$ cat config.mk
export PLATFORM = sky130hd
export DESIGN_NAME = fifo_wr_arbiter
export DESIGN_NICKNAME = d
export VERILOG_FILES = /design/src/rtl/fifo_arb_pkg.sv /design/src/rtl/rr_pick.sv /design/src/rtl/fifo_wr_arbiter.sv
export SDC_FILE = /design/constraint.sdc
export NUM_CORES = 1
export LEC_CHECK = 0
export BUFFER_PORTS_ARGS = -buffer_cell sky130_fd_sc_hd__buf_2
export CORE_UTILIZATION = 40
export DETAILED_ROUTE_END_ITERATION = 10
export PLACE_DENSITY = 0.78
export SLEW_MARGIN = 15
export SYNTH_ARGS = -nofsm -noshare
export SYNTH_HDL_FRONTEND = slang
export SYNTH_HIERARCHICAL = 1
export SYNTH_SLANG_ARGS = --single-unit
$ cat constraint.sdc
create_clock -name clk -period 4.3 [get_ports clk]
set_clock_uncertainty 0.2 [all_clocks]
set_input_delay 0.86 -clock clk [delete_from_list [all_inputs] [get_ports clk]]
set_output_delay 0.86 -clock clk [all_outputs]
set_load 0.005 [all_outputs]
$ cat src/rtl/fifo_arb_pkg.sv
// fifo_arb_pkg: shared definitions for the FIFO write-port arbiter.
//   arb_state_e : FSM state encoding (ST_IDLE, ST_BURST)
//   clog2       : ceiling log2, used to size owner, beat and stall counters
package fifo_arb_pkg;

    typedef enum logic {
        ST_IDLE  = 1'b0,
        ST_BURST = 1'b1
    } arb_state_e;

    // Returns 0 for value <= 1.
    function automatic int unsigned clog2(input int unsigned value);
        int unsigned result;
        result = 0;
        while ((64'd1 << result) < 64'(value)) begin
            result++;
        end
        return result;
    endfunction

endpackage

$ cat src/rtl/rr_pick.sv
// rr_pick: combinational round-robin selector.
// Searches req_i starting at last_owner_i + 1 and wrapping around; the first
// asserted bit wins.
//   req_i        : per-requester request
//   last_owner_i : index of the most recent grantee
//   gnt_o        : one-hot winner (all zero when req_i == 0)
//   idx_o        : index of the winner (0 when req_i == 0)
module rr_pick #(
    parameter int unsigned num_req = 4,
    parameter int unsigned owner_w = 2
) (
    input  logic [num_req-1:0] req_i,
    input  logic [owner_w-1:0] last_owner_i,
    output logic [num_req-1:0] gnt_o,
    output logic [owner_w-1:0] idx_o
);

    logic               found;
    logic [owner_w-1:0] cand;

    always_comb begin
        gnt_o = '0;
        idx_o = '0;
        found = 1'b0;
        cand  = '0;
        // k runs 1..num_req so the previous owner is considered last.
        for (int unsigned k = 1; k <= num_req; k++) begin
            cand = owner_w'((32'(last_owner_i) + k) % num_req);
            if (!found && req_i[cand]) begin
                found       = 1'b1;
                gnt_o[cand] = 1'b1;
                idx_o       = cand;
            end
        end
    end

endmodule

$ cat src/rtl/fifo_wr_arbiter.sv
// fifo_wr_arbiter: round-robin arbiter sharing one async-FIFO write port among
// num_req requesters in the write-clock domain. Each grant covers a burst of
// up to max_burst words; writes stall while the FIFO is full.
//
// Optional build macro FIFO_WR_ARB_STALL_RELEASE_EN: releases a grant after
// stall_limit consecutive cycles of full while the owner still requests.
//
// Ports:
//   clk       : write-side clock
//   reset_n   : asynchronous active-low reset
//   req       : per-requester level request, held while its word is valid
//   req_data  : packed words, requester i at [i*word_width +: word_width]
//   full      : FIFO full flag (write-domain)
//   gnt       : registered one-hot grant, zero when idle
//   wr        : FIFO write strobe
//   fifo_data : word to FIFO data_in
//   owner     : index of the current grantee (valid while gnt != 0)
module fifo_wr_arbiter
    import fifo_arb_pkg::*;
#(
    parameter int unsigned num_req     = 4,
    parameter int unsigned word_width  = 8,
    parameter int unsigned max_burst   = 4,
    parameter int unsigned stall_limit = 8,
    localparam int unsigned OwnerW     = (clog2(num_req) > 0) ? clog2(num_req) : 1
) (
    input  logic                          clk,
    input  logic                          reset_n,
    input  logic [num_req-1:0]            req,
    input  logic [num_req*word_width-1:0] req_data,
    input  logic                          full,
    output logic [num_req-1:0]            gnt,
    output logic                          wr,
    output logic [word_width-1:0]         fifo_data,
    output logic [OwnerW-1:0]             owner
);

    localparam int unsigned BeatW = clog2(max_burst + 1);
    localparam logic [BeatW-1:0] BeatLast = BeatW'(max_burst - 1);

    arb_state_e          state_q, state_d;
    logic [num_req-1:0]  gnt_q, gnt_d;
    logic [OwnerW-1:0]   owner_q, owner_d;
    logic [OwnerW-1:0]   last_owner_q, last_owner_d;
    logic [BeatW-1:0]    beat_cnt_q, beat_cnt_d;

    logic [num_req-1:0]  pick_gnt;
    logic [OwnerW-1:0]   pick_idx;
    logic                req_own;
    logic                accept;

`ifdef FIFO_WR_ARB_STALL_RELEASE_EN
    localparam int unsigned StallW = clog2(stall_limit + 1);
    localparam logic [StallW-1:0] StallLast = StallW'(stall_limit - 1);

    logic [StallW-1:0]   stall_cnt_q, stall_cnt_d;
`else
    // stall_limit only has an effect in the stall-release build.
    logic unused_stall_cfg;
    assign unused_stall_cfg = ^32'(stall_limit);
`endif

    rr_pick #(
        .num_req (num_req),
        .owner_w (OwnerW)
    ) u_rr_pick (
        .req_i        (req),
        .last_owner_i (last_owner_q),
        .gnt_o        (pick_gnt),
        .idx_o        (pick_idx)
    );

    assign req_own = req[owner_q];
    assign accept  = (state_q == ST_BURST) && req_own && !full;

    // State register.
    always_ff @(posedge clk or negedge reset_n) begin
        if (!reset_n) begin
            state_q      <= ST_IDLE;
            gnt_q        <= '0;
            owner_q      <= '0;
            last_owner_q <= OwnerW'(num_req - 1);
            beat_cnt_q   <= '0;
`ifdef FIFO_WR_ARB_STALL_RELEASE_EN
            stall_cnt_q  <= '0;
`endif
        end else begin
            state_q      <= state_d;
            gnt_q        <= gnt_d;
            owner_q      <= owner_d;
            last_owner_q <= last_owner_d;
            beat_cnt_q   <= beat_cnt_d;
`ifdef FIFO_WR_ARB_STALL_RELEASE_EN
            stall_cnt_q  <= stall_cnt_d;
`endif
        end
    end

    // Next-state logic. Every release goes through ST_IDLE, which gives the
    // one-cycle bubble before the next grant.
    always_comb begin
        state_d      = state_q;
        gnt_d        = gnt_q;
        owner_d      = owner_q;
        last_owner_d = last_owner_q;
        beat_cnt_d   = beat_cnt_q;
`ifdef FIFO_WR_ARB_STALL_RELEASE_EN
        stall_cnt_d  = stall_cnt_q;
`endif
        unique case (state_q)
            ST_IDLE: begin
                if (|req) begin
                    state_d      = ST_BURST;
                    gnt_d        = pick_gnt;
                    owner_d      = pick_idx;
                    last_owner_d = pick_idx;
                    beat_cnt_d   = '0;
`ifdef FIFO_WR_ARB_STALL_RELEASE_EN
                    stall_cnt_d  = '0;
`endif
                end
            end
            ST_BURST: begin
                if (!req_own) begin
                    // Requester dropped: end the burst without a write.
                    state_d = ST_IDLE;
                    gnt_d   = '0;
                end else if (accept) begin
                    beat_cnt_d = beat_cnt_q + BeatW'(1);
`ifdef FIFO_WR_ARB_STALL_RELEASE_EN
                    stall_cnt_d = '0;
`endif
                    if (beat_cnt_q == BeatLast) begin
                        state_d = ST_IDLE;
                        gnt_d   = '0;
                    end
                end
`ifdef FIFO_WR_ARB_STALL_RELEASE_EN
                else begin
                    // Stalled on full with the owner still requesting.
                    if (stall_cnt_q == StallLast) begin
                        state_d     = ST_IDLE;
                        gnt_d       = '0;
                        stall_cnt_d = '0;
                    end else begin
                        stall_cnt_d = stall_cnt_q + StallW'(1);
                    end
                end
`endif
            end
        endcase
    end

    // Outputs.
    always_comb begin
        wr        = 1'b0;
        fifo_data = '0;
        if (state_q == ST_BURST) begin
            wr        = accept;
            fifo_data = req_data[32'(owner_q) * word_width +: word_width];
        end
    end

    assign gnt   = gnt_q;
    assign owner = owner_q;

endmodule
==> results_dict.tcl <==
set metrics [dict create \
    status "complete, no violations" \
    crit_end "gnt[1]" \
    synthSimpleGateAreaFrac_pct 20.63 \
    synth_warnings 6 \
    die-area_sq_um 3728 \
    fp.dieH_microns 61.06 \
    synthCells 147 \
    cts_setup_buffers 0 \
    initial_core_util_pct 41.81 \
    drcViolationCount 0 \
    cap_violations 0 \
    synth_xor_xnor_area_share_pct 0 \
    cp.arrival_ns 2.83 \
    grt_pass1_vias 1143 \
    ios 54 \
    post-route-period-util_pct 67.20 \
    synth_common_cells "nand2_1, dfrtp_1, ha_1, mux2i_1, mux4_2" \
    yosysUniqueCellTypes 36 \
    synth.most_common_cell "nand2_1" \
    p_leak_nw 0.7911 \
    grt_overflow_total 0 \
    synth-compound-area-share_pct 16.32 \
    ir_drop_uv 162.1 \
    cts_buffers 3 \
    reg2reg_depth 8 \
    clk_pin_slew_ns 0.09 \
    fin_crit_ns 2.890 \
    final_net_count 243 \
    io_buffers 53 \
    clock_latency_ns 0.27 \
    end_kind "flop" \
    hp-class "input pin to asynchronous set/reset pin" \
    diodes 0 \
    critPathMaxFanout 20 \
    clock.fmax_mhz 346.1 \
    drive_gt1_share_pct 40.93 \
    gp_congestion 0.7787 \
    via_per_inst 5.473 \
    route.vias.total 1308 \
    start_kind "flop" \
    setup_viol 0 \
    syn_to_final_growth_pct 19.64 \
    r2r_slack_ns 1.41 \
    tns_ns 0 \
    ctsResizeCount 0 \
    final_util_pct 50.02 \
    synth-seq-cells 12 \
    synth_edf_count 0 \
    rows 21 \
    reg2reg_from "last_owner_q[0]" \
    ys_seq_area_share_pct 21.70 \
    final_antenna_net_count 0 \
    syn_area_per_cell_sq_um 9.490 \
    root_buffer "clkbuf_4" \
    yosys_most_used_dff "dfrtp_1" \
    cts_hold_buf 0 \
    slew_violations 0 \
    syn_area_sq_um 1395 \
    synth_adder_area_share_pct 8.969 \
    worstMarginPinSlew_ns 0.5537 \
    swShare_pct 44.51 \
    h-tree-depth 1 \
    synth_mux_area_share_pct 24.13 \
    coreArea_sq_um 3337 \
    numClockSinks 12 \
    async_flop_share_pct 100.0 \
    drtPass1Iterations 5 \
    grt_max_degree 21 \
    intPower_mw 0.5469 \
    grt_pass1_wl_mm 4.774 \
    wl_per_cell_microns 12.89 \
    fin_hold_ws_ns 0.2472 \
    switchingPower_mw 0.4387 \
    power_frac_comb_pct 61.9 \
    hold_viol 0 \
    cts_tree "yes" \
    max-clock-path-buffers 2 \
    yosys.area.top_type "dfrtp_1" \
    antenna_found_initial 0 \
    worstPathRequired_ns 4.24 \
    pwr-share-clk_pct 9.3 \
    r2r-end "gnt[1]" \
    track_usage_pct 16.84 \
    chipWidth_microns 61.06 \
    power.density_nw_per_um2 590.5 \
    first_iter_violations 44 \
    synth_top_area_share_pct 17.94 \
    wirelength_mm 3.080 \
    crit_type "flop to flop" \
    maxSlewHeadroom_pct 63.08 \
    synthTopCellsByArea "dfrtp_1, mux4_2, ha_1, nand2_1, mux2i_1" \
    synth_top_family_by_area "multiplexers" \
    hpwl_mm 2.361 \
    rsz0062_at_grt "false" \
    cp-startpoint "last_owner_q[0]" \
    syn-num-nets 196 \
    seq_power_share_pct 28.8 \
]
-- per-stage QoR --
step	area [sq um]	total power, mW	cells	setup WS, ns
2_1_floorplan	1395	0.7568	147	1.669
3_3_place_gp	1633	0.8882	235	1.452
3_5_place_dp	1633	0.8957	235	1.428
4_1_cts	1669	0.9888	239	1.383
5_1_grt	1669	1.091	239	1.232
6_report	1669	0.9856	239	1.410
-- routing by layer --
layer | track usage (%) | wire [microns] | vias to the layer above
met3 | 2.731 | 251 | 2
met5 | 0 | 0 | -
met1 | 20.16 | 1368 | 613
met2 | 31.37 | 1450 | 62
met4 | 3.896 | 9 | 0
li1 | - | - | 631
-- layout make-up --
cell class	instances	area [sq um]
Clock buffer	4	36.28
Multi-Input combinational cell	116	977.2
Fill cell	306	1668
Sequential cell	12	302.8
Timing Repair Buffer	53	265.3
Inverter	8	30.03
Tap cell	46	57.56
-- sequential cells by signal (all words and copies together), names as in the netlist --
| signal | flops |
|---|---|
| gnt | 4 |
| beat_cnt_q | 3 |
| last_owner_q | 2 |
| owner | 2 |
| state_q | 1 |
-- worst max-delay path, stage by stage (launching register included) --
cell and delay (ns):
dfstp_2 0.76, inv_1 0.17, ha_1 0.50, mux4_2 0.43, nand2_1 0.10, o21ai_0 0.07
a221o_2 0.29, mux2i_1 0.13, o22ai_1 0.09
-- cell usage in the layout (no fill, tap or decap) --
| cell | instances |
|---|---|
| o21ai_1 | 1 |
| mux2_2 | 1 |
| o221a_2 | 1 |
| a22oi_1 | 3 |
| or2_1 | 1 |
| nand3b_1 | 1 |
| nand2_1 | 28 |
| nor3b_1 | 1 |
| mux4_2 | 10 |
| nor3_1 | 2 |
| a21oi_1 | 1 |
| buf_2 | 53 |
| a221oi_1 | 1 |
| mux2i_1 | 10 |
| a221o_2 | 4 |
| dfrtp_1 | 10 |
| and2_1 | 8 |
| clkbuf_4 | 3 |
| nor2b_1 | 5 |
| a221oi_2 | 1 |
| clkbuf_8 | 1 |
| ha_1 | 10 |
| and3b_1 | 1 |
| o21ai_2 | 1 |
| nor4_4 | 1 |
| o22ai_1 | 6 |
| a211oi_2 | 1 |
| nor4b_1 | 1 |
| nor2_1 | 6 |
| dfstp_2 | 2 |
| inv_1 | 8 |
| o211ai_1 | 2 |
| a2111o_1 | 1 |
| o21ai_0 | 6 |
| or3b_1 | 1 |
-- worst min path at each step --
stage                  start             to  slack [ns]  cells after the start
2_1_floorplan  beat_cnt_q[0]  beat_cnt_q[0]        0.25                      1
3_3_place_gp   beat_cnt_q[0]  beat_cnt_q[0]        0.27                      1
3_5_place_dp   beat_cnt_q[0]  beat_cnt_q[0]        0.28                      1
4_1_cts              reset_n         gnt[2]        0.26                      1
5_1_grt              reset_n         gnt[3]        0.27                      1
6_report             reset_n         gnt[0]        0.25                      1
-- power groups by stage --
stage | Sequential, mW | Clock (mW) | Combinational (mW)
floorplan | 0.212 | 0 | 0.545
global placement | 0.284 | 0 | 0.604
finish | 0.284 | 0.0917 | 0.610
detailed placement | 0.289 | 0 | 0.607
global route | 0.300 | 0.0990 | 0.692
CTS | 0.287 | 0.0924 | 0.610
-- cell families (layout without fill, tap and decap cells) --
family                   Yosys count  after routing
multiplexers                      21             21
adder cells (fa/ha/maj)           10             10
buffers and inverters             19             65
flip-flops                        12             12
AO/OA/AOI/OAI                     29             29
AND/OR/NAND/NOR                   56             56
(Power assumes the default switching activity.)
